**config.mk**
```make
export PLATFORM = sky130hd
export DESIGN_NAME = hsi_frame_coder
export DESIGN_NICKNAME = d
export VERILOG_FILES = /design/src/rtl/hsi_frame_coder.sv
export SDC_FILE = /design/constraint.sdc
export NUM_CORES = 1
export LEC_CHECK = 0
export ABC_AREA = 1
export CAP_MARGIN = 20
export CORE_ASPECT_RATIO = 0.5
export CORE_UTILIZATION = 55
export DETAILED_ROUTE_END_ITERATION = 6
export PLACE_DENSITY = 0.78
export REMOVE_ABC_BUFFERS = 1
export SLEW_MARGIN = 10
export SYNTH_ARGS = -nofsm -noshare
export SYNTH_HDL_FRONTEND = slang
export SYNTH_SLANG_ARGS = --single-unit
```
**constraint.sdc**
```tcl
create_clock -name clk -period 4.55 [get_ports clk]
set_input_delay 0.455 -clock clk [delete_from_list [all_inputs] [get_ports clk]]
set_output_delay 0.455 -clock clk [all_outputs]
set_load 0.05 [all_outputs]
```
**src/rtl/hsi_frame_coder.sv**
```systemverilog
// HSI serial frame coder: buffers parallel words in a small FIFO and emits
// start/data/parity/stop frames on q, one bit per clk_en pulse.
module hsi_frame_coder #(
  parameter int unsigned DATA_W      = 8,
  parameter int unsigned PARITY_MODE = 1,
  parameter int unsigned STOP_BITS   = 1,
  parameter int unsigned MSB_FIRST   = 0,
  parameter int unsigned FIFO_DEPTH  = 4
) (
  input  logic              clk,
  input  logic              n_rst,
  input  logic              clk_en,
  input  logic [DATA_W-1:0] d,
  input  logic              d_rdy,
  input  logic              ovf_clr,
  output logic              full,
  output logic              busy,
  output logic              ovf,
  output logic              q
);

  localparam int unsigned PAR_W     = (PARITY_MODE != 0) ? 1 : 0;
  localparam int unsigned FRAME_LEN = 1 + DATA_W + PAR_W + STOP_BITS;
  localparam int unsigned SH_W      = FRAME_LEN - 1;
  localparam int unsigned AW        = $clog2(FIFO_DEPTH);
  localparam int unsigned CW        = AW + 1;
  localparam int unsigned BW        = $clog2(FRAME_LEN);

  localparam logic [0:0] S_IDLE = 1'b0;
  localparam logic [0:0] S_SEND = 1'b1;

  logic [DATA_W-1:0] r_mem [FIFO_DEPTH];
  logic [AW-1:0]     r_wr_ptr, r_rd_ptr;
  logic [CW-1:0]     r_count;
  logic [0:0]        r_state;
  logic [BW-1:0]     r_bit_cnt;
  logic [SH_W-1:0]   r_sh;
  logic              r_q, r_full, r_busy, r_ovf;

  logic [AW-1:0]        w_wr_ptr_nxt, w_rd_ptr_nxt;
  logic [CW-1:0]        w_count_nxt;
  logic [0:0]           w_state_nxt;
  logic [BW-1:0]        w_bit_cnt_nxt;
  logic [SH_W-1:0]      w_sh_nxt;
  logic                 w_q_nxt, w_full_nxt, w_busy_nxt, w_ovf_nxt;
  logic                 w_full_pre, w_nonempty, w_last;
  logic                 w_push, w_drop, w_pop;
  logic [DATA_W-1:0]    w_rd_data;
  logic [FRAME_LEN-1:0] w_frame;

  assign w_full_pre = (r_count == CW'(FIFO_DEPTH));
  assign w_nonempty = (r_count != '0);
  assign w_last     = (r_state == S_SEND) && (r_bit_cnt == BW'(FRAME_LEN - 1));
  assign w_push     = clk_en & d_rdy & ~w_full_pre;
  assign w_drop     = clk_en & d_rdy & w_full_pre;
  assign w_pop      = clk_en & w_nonempty & ((r_state == S_IDLE) | w_last);
  assign w_rd_data  = r_mem[r_rd_ptr];

  // Full frame image of the head word, bit 0 goes out first.
  always_comb begin
    w_frame    = '1;
    w_frame[0] = 1'b0;
    for (int i = 0; i < int'(DATA_W); i++) begin
      if (MSB_FIRST != 0) w_frame[1 + i] = w_rd_data[DATA_W - 1 - i];
      else                w_frame[1 + i] = w_rd_data[i];
    end
    if (PARITY_MODE == 1)      w_frame[1 + DATA_W] = ~^w_rd_data;
    else if (PARITY_MODE == 2) w_frame[1 + DATA_W] = ^w_rd_data;
  end

  // Next-state and datapath; with clk_en low everything holds.
  always_comb begin
    w_state_nxt   = r_state;
    w_bit_cnt_nxt = r_bit_cnt;
    w_sh_nxt      = r_sh;
    w_q_nxt       = r_q;
    w_wr_ptr_nxt  = r_wr_ptr + AW'(w_push);
    w_rd_ptr_nxt  = r_rd_ptr + AW'(w_pop);
    w_count_nxt   = r_count + CW'(w_push) - CW'(w_pop);
    w_ovf_nxt     = w_drop | (r_ovf & ~(clk_en & ovf_clr));

    if (w_pop) begin
      w_state_nxt   = S_SEND;
      w_bit_cnt_nxt = '0;
      w_q_nxt       = w_frame[0];
      w_sh_nxt      = w_frame[FRAME_LEN-1:1];
    end else if (clk_en && (r_state == S_SEND)) begin
      if (w_last) begin
        w_state_nxt   = S_IDLE;
        w_bit_cnt_nxt = '0;
        w_q_nxt       = 1'b1;
      end else begin
        w_q_nxt       = r_sh[0];
        w_sh_nxt      = {1'b1, r_sh[SH_W-1:1]};
        w_bit_cnt_nxt = r_bit_cnt + BW'(1);
      end
    end

    w_full_nxt = (w_count_nxt == CW'(FIFO_DEPTH));
    w_busy_nxt = (w_state_nxt == S_SEND) | (w_count_nxt != '0);
  end

  always_ff @(posedge clk or negedge n_rst) begin
    if (!n_rst) begin
      r_state   <= S_IDLE;
      r_bit_cnt <= '0;
      r_sh      <= '1;
      r_q       <= 1'b1;
      r_wr_ptr  <= '0;
      r_rd_ptr  <= '0;
      r_count   <= '0;
      r_full    <= 1'b0;
      r_busy    <= 1'b0;
      r_ovf     <= 1'b0;
    end else begin
      r_state   <= w_state_nxt;
      r_bit_cnt <= w_bit_cnt_nxt;
      r_sh      <= w_sh_nxt;
      r_q       <= w_q_nxt;
      r_wr_ptr  <= w_wr_ptr_nxt;
      r_rd_ptr  <= w_rd_ptr_nxt;
      r_count   <= w_count_nxt;
      r_full    <= w_full_nxt;
      r_busy    <= w_busy_nxt;
      r_ovf     <= w_ovf_nxt;
    end
  end

  // Storage needs no reset: only slots covered by the count are ever read.
  always_ff @(posedge clk) begin
    if (w_push) r_mem[r_wr_ptr] <= d;
  end

  assign q    = r_q;
  assign full = r_full;
  assign busy = r_busy;
  assign ovf  = r_ovf;

endmodule

```
# Yosys cells after proc, flatten, opt, wreduce, memory -nomap -nowiden
# Memories as Yosys holds them, arrays and structs flattened.
# Cells that the tools add are included.
# classes
reduce_logical	7
n_mux	14
shift	0
order_cmp	0
n_addsub	5
eq_ne	4
div	0
bitwise_logic	13
n_mul	0
# ops
cell	n
two-way mux 10 bit	3
two-way mux 4 bit	3
two-way mux 1 bit	8
XNOR reduction 8 bit	1
bitwise AND 1 bit	7
equality test 3 bit (second input constant)	2
nonzero test 3 bit	2
adder 2 x 1 -> 2 bit	2
adder 4 x 1 -> 4 bit (second input constant)	1
equality test 4 bit (second input constant)	1
adder 3 x 1 -> 3 bit	1
NOT 1 bit	3
bitwise OR 1 bit	3
subtractor 3 x 1 -> 3 bit	1
logical AND 1 bit	2
!= test 2 x 1 -> 1 bit (second input constant)	1
AND reduction 2 bit	1
nonzero test 2 bit	1
# word_totals
mem_bits_rw	32
elab_cells	54
inputBits	13
reg_bits	26
latchBits	0
mem_bits_ro	0
output_inout_bits	4
mem_count	1
# mem_list
name	depth	width	rd	rd_ports_with_merged_regs	write_ports	line	text
r_mem	4	8	1	0	1	32	logic [DATA_W-1:0] r_mem [FIFO_DEPTH];

# Longest topological paths before layout
# depth
ltp_word	7
mapped_depth	16
ltp_nobuf	15

# Least setup slack after synthesis
# Ideal clock, no wire load.
# synth_path
kind	register -> register
from	register r_bit_cnt[0]
to	register r_full, in the netlist full
required_time_ps	4464
setup_time_ps	86
stages_incl_launch_ff	17
path_slack_ps	2137
t_arrival_ps	2326
synth_period_minus_slack_ps	2413
n_path_buf	1
cell_sequence	dfrtp_1 -> inv_1 -> ha_1 -> nand3_2 -> nand2_2 -> nand2_4 -> nor2_8 -> inv_4 -> buf_2 -> nand2_1 -> nand2_1 -> ha_1 -> fa_1 -> inv_1 -> xor2_1 -> inv_1 -> nor3_1
# synth_between
elab_chain_len	6
# synth_lines
item	line	text
start: declaration	36	logic [BW-1:0] r_bit_cnt;
start signal: assignment	117	r_bit_cnt <= w_bit_cnt_nxt;
equality test 4 bit	53	assign w_last = (r_state == S_SEND) && (r_bit_cnt == BW'(FRAME_LEN - 1));
logical AND 1 bit	53	
bitwise OR 1 bit	56	assign w_pop = clk_en & w_nonempty & ((r_state == S_IDLE) | w_last);
bitwise AND 1 bit	56	
subtractor 3 x 1 -> 3 bit	79	w_count_nxt = r_count + CW'(w_push) - CW'(w_pop);
via w_count_nxt[2]	41	logic [CW-1:0] w_count_nxt;
equality test 3 bit	99	w_full_nxt = (w_count_nxt == CW'(FIFO_DEPTH));
via w_full_nxt	45	logic w_q_nxt, w_full_nxt, w_busy_nxt, w_ovf_nxt;
end signal: assignment	123	r_full <= w_full_nxt;
end: declaration	38	logic r_q, r_full, r_busy, r_ovf;
# The timed path passes the listed nets, and every way through them passes these cells.
# A chain may end at the register's enable or synchronous reset.

# Final worst setup path
# layout_path
from	input port clk_en
to	register r_full, in the netlist full
# layout_between
elab_chain_len	5
word_cells_on_any_way	7
cone_classes	add/sub (2); eq/ne (1); bitwise (4)
# layout_lines
item	line	text
start: declaration	12	input logic clk_en,
bitwise AND 1 bit (2 in a row)	54	assign w_push = clk_en & d_rdy & ~w_full_pre;
adder 3 x 1 -> 3 bit	79	
subtractor 3 x 1 -> 3 bit (*)	79	
via w_count_nxt[2]	41	
equality test 3 bit (*)	99	
via w_full_nxt	45	
# Mark *: on every way through the listed nets, which the timed path passes. The rest lies on a longest branch.

==> flow_summary.yaml <==
routing:
  drtIter0Drc: 74
  routed-via-count: 1926
  drc: 0
  firstDrtPassIters: 4
  wl_um: 4922
  via_per_inst: 5.042
  wl_per_cell_um: 12.88
  antenna_left: 0
floorplanning:
  core_mm2: 0.004594
  fp.dieArea_mm2: 0.005307
  die_width_um: 102.0
  io_pins: 17
  fp.dieH_um: 52.02
  row_count: 17
  start_util: 0.5989
setup_path:
  path_delay_family: "buffers and inverters"
  crit_path_start_kind: "input port"
  critPathMaxStageDelay_ns: 0.68
  crit_buf_inv: 4
  cp-end-kind: "register"
  path_class: "in2reg"
  crit_arrival_ns: 2.91
  cp_max_fo: 6
  cp_cell_sequence: "clkdlybuf4s50_1 > nand2_1 > a21oi_1 > inv_1 > nand2_1 > nand2_1 > ha_1 > fa_1 > inv_1 > xor2_1 > inv_1 > nor3_1"
  worst_path_max_delay_cell: "clkdlybuf4s50_1"
  required_ns: 4.80
final_layout:
  area.sequential_mm2: 0.001599
  mostFrequentLayoutCell: "nand2_1"
  drive_above_1_share: 0.1709
  antenna_cells: 0
  synthToLayoutAreaGrowth_pct: 15.96
  fin_util: 0.6944
  fill_cells: 366
  final_nets: 329
  multiInputGateArea_um2: 970.9
  layout_common_cells: "100 x nand2_1, 32 x edfxtp_1, 23 x inv_1, 20 x nand3_1, 17 x o21ai_1"
clock_tree:
  cts_hold_buf: 0
  h-tree-depth: 3
  path_clk_slew_ns: 0.06
  clk-insertion-delay-late_ns: 0.34
  cts_buffers: 9
  clockBufferDepth: 2
  root_buffer: "clkbuf_8"
  cts_sinks: 57
  cts_tree: "yes"
  cts_setup_buffers: 0
  cts_resized: 0
timing:
  hold_ws_ns: 0.1042
  worst_pin_slew_ns: 0.6354
  skew_ns: 0.005574
  slew_headroom: 0.5764
  fin_ws_ns: 1.897
  drv_slew: 0
  finalSetupViolCount: 0
  hold_viol: 0
  fin_crit_sh: 0.5831
  period_minus_slack_ns: 2.653
  tns_ns: 0
  rsz0062_at_grt: "no"
  fmax_mhz: 376.9
logic_synthesis:
  synth_seq_cells: 57
  yosys_warnings: 0
  synth_seq_area_share: 0.5812
  syn-instance-count: 286
  synth_largest_area_cell: "edfxtp_1"
  synth_top_area_share: 0.3492
  synth_area_mm2: 0.002751
  synth_area_per_cell_um2: 9.620
  synthTopCellsByArea: "edfxtp_1 35%, dfrtp_1 14%, nand2_1 14%, dfstp_2 9.5%, nand3_1 3.6%"
  synth_cell_types: 28
min_path:
  min_path_type: "in2async"
pwr:
  fin_total_pwr_w: 0.002303
  powerDensity_mw_per_mm2: 721.7
  peakVddDrop_v: 0.0003443
  power.leakage_nw: 1.410
placed_design:
  io_buffers: 16
  dp_slack_ns: 1.568
  finalWeightedCongestion: 0.7969
  dpl.hpwl_um: 3528
global_routing:
  grt_use_total: 0.2232
  grt_pass1_wl_um: 8280
  grt.met1_usage: 0.2726
  grt_pass1_vias: 1806
  grt_start_max_net_pins: 26
  grt_use_met3: 0.07930
  antenna_found_initial: 0
  grt_overflow: 0
  grt.busiest_layer: "met2"
  met2_usage: 0.3568
job:
  drv_cap: 0
status:
  outcome: "finished, final reports clean"
metal layers:
metal,share of wire,vias up
met3,0.053,4
met2,0.48,44
met1,0.45,890
met5,0,-
li1,-,988
met4,0.011,0
path summary, 6_finish.rpt:
path,start,endpoint,slack [ns],depth (start not counted)
worst min-delay path,n_rst,r_bit_cnt[0],0.10,1
min in group clk,r_sh[1],r_sh[1],0.47,2
worst max register to register,r_bit_cnt[0],full,2.02,15
max in group asynchronous,n_rst,r_sh[7],4.07,1
worst min register to register,r_sh[1],r_sh[1],0.47,2
worst max-delay path,clk_en,full,1.90,12
synth_stat cells:
| cell | n |
|---|---|
| a21oi_1 | 13 |
| a21oi_2 | 1 |
| a31oi_4 | 1 |
| buf_2 | 3 |
| buf_6 | 2 |
| buf_8 | 1 |
| dfrtp_1 | 15 |
| dfstp_2 | 10 |
| edfxtp_1 | 32 |
| fa_1 | 1 |
| ha_1 | 4 |
| inv_1 | 23 |
| inv_2 | 8 |
| inv_4 | 2 |
| nand2_1 | 100 |
| nand2_2 | 6 |
| nand2_4 | 1 |
| nand3_1 | 20 |
| nand3_2 | 2 |
| nor2_1 | 5 |
| nor2_8 | 1 |
| nor3_1 | 7 |
| nor3_4 | 1 |
| nor3b_2 | 2 |
| o21ai_0 | 2 |
| o21ai_1 | 17 |
| o31ai_1 | 1 |
| xor2_1 | 5 |
stage by stage:
stage	area [um2]	instances
floorplan	2699	280
global placement	2942	362
detailed placement	2942	362
CTS	3176	378
global route	3191	382
finish	3191	382
worst register-to-register path, delay by kind of cell (launching register included):
family	cells	cell delay [ns]
buffers and inverters	4	0.38
adders and majority gates	3	0.69
xor gates and xnor gates	1	0.18
DFF	1	0.40
and+or+nand+nor	7	0.82
registers in the layout (all words and copies together) (netlist names):
signal / flops
busy: 1
r_sh: 9
r_mem: 32
r_state: 1
r_wr_ptr: 2
q: 1
r_count: 3
r_bit_cnt: 4
ovf: 1
full: 1
r_rd_ptr: 2
power breakdown:
part           leakage [nW]  total (W)  switching, W  internal [W]
Combinational         0.720   0.000906      0.000594      0.000312
Sequential            0.576   0.000842      0.000127      0.000715
Clock                 0.114   0.000555      0.000194      0.000361
cell type report:
type                    count  share of cell area
flip-flops and latches     57              0.5012
clock buffers              10             0.04000
clock inverters             6             0.03333
well taps                  66             0.02588
multi-input cells         190              0.3043
inverters                  33             0.04039
repair buffers             20             0.05490
kinds of logic (layout without fill, tap and decap cells):
| group | count (synthesis) | after routing | share of synthesized area |
|---|---|---|---|
| XOR/XNOR | 5 | 5 | 0.01592 |
| AO/OA/AOI/OAI | 35 | 35 | 0.07185 |
| adder cells (fa/ha/maj) | 5 | 5 | 0.02547 |
| buffers and inverters | 39 | 69 | 0.06593 |
| AND/OR/NAND/NOR | 145 | 145 | 0.2397 |
| flip-flops | 57 | 57 | 0.5812 |
No activity file was read; power rests on OpenSTA's default activity.
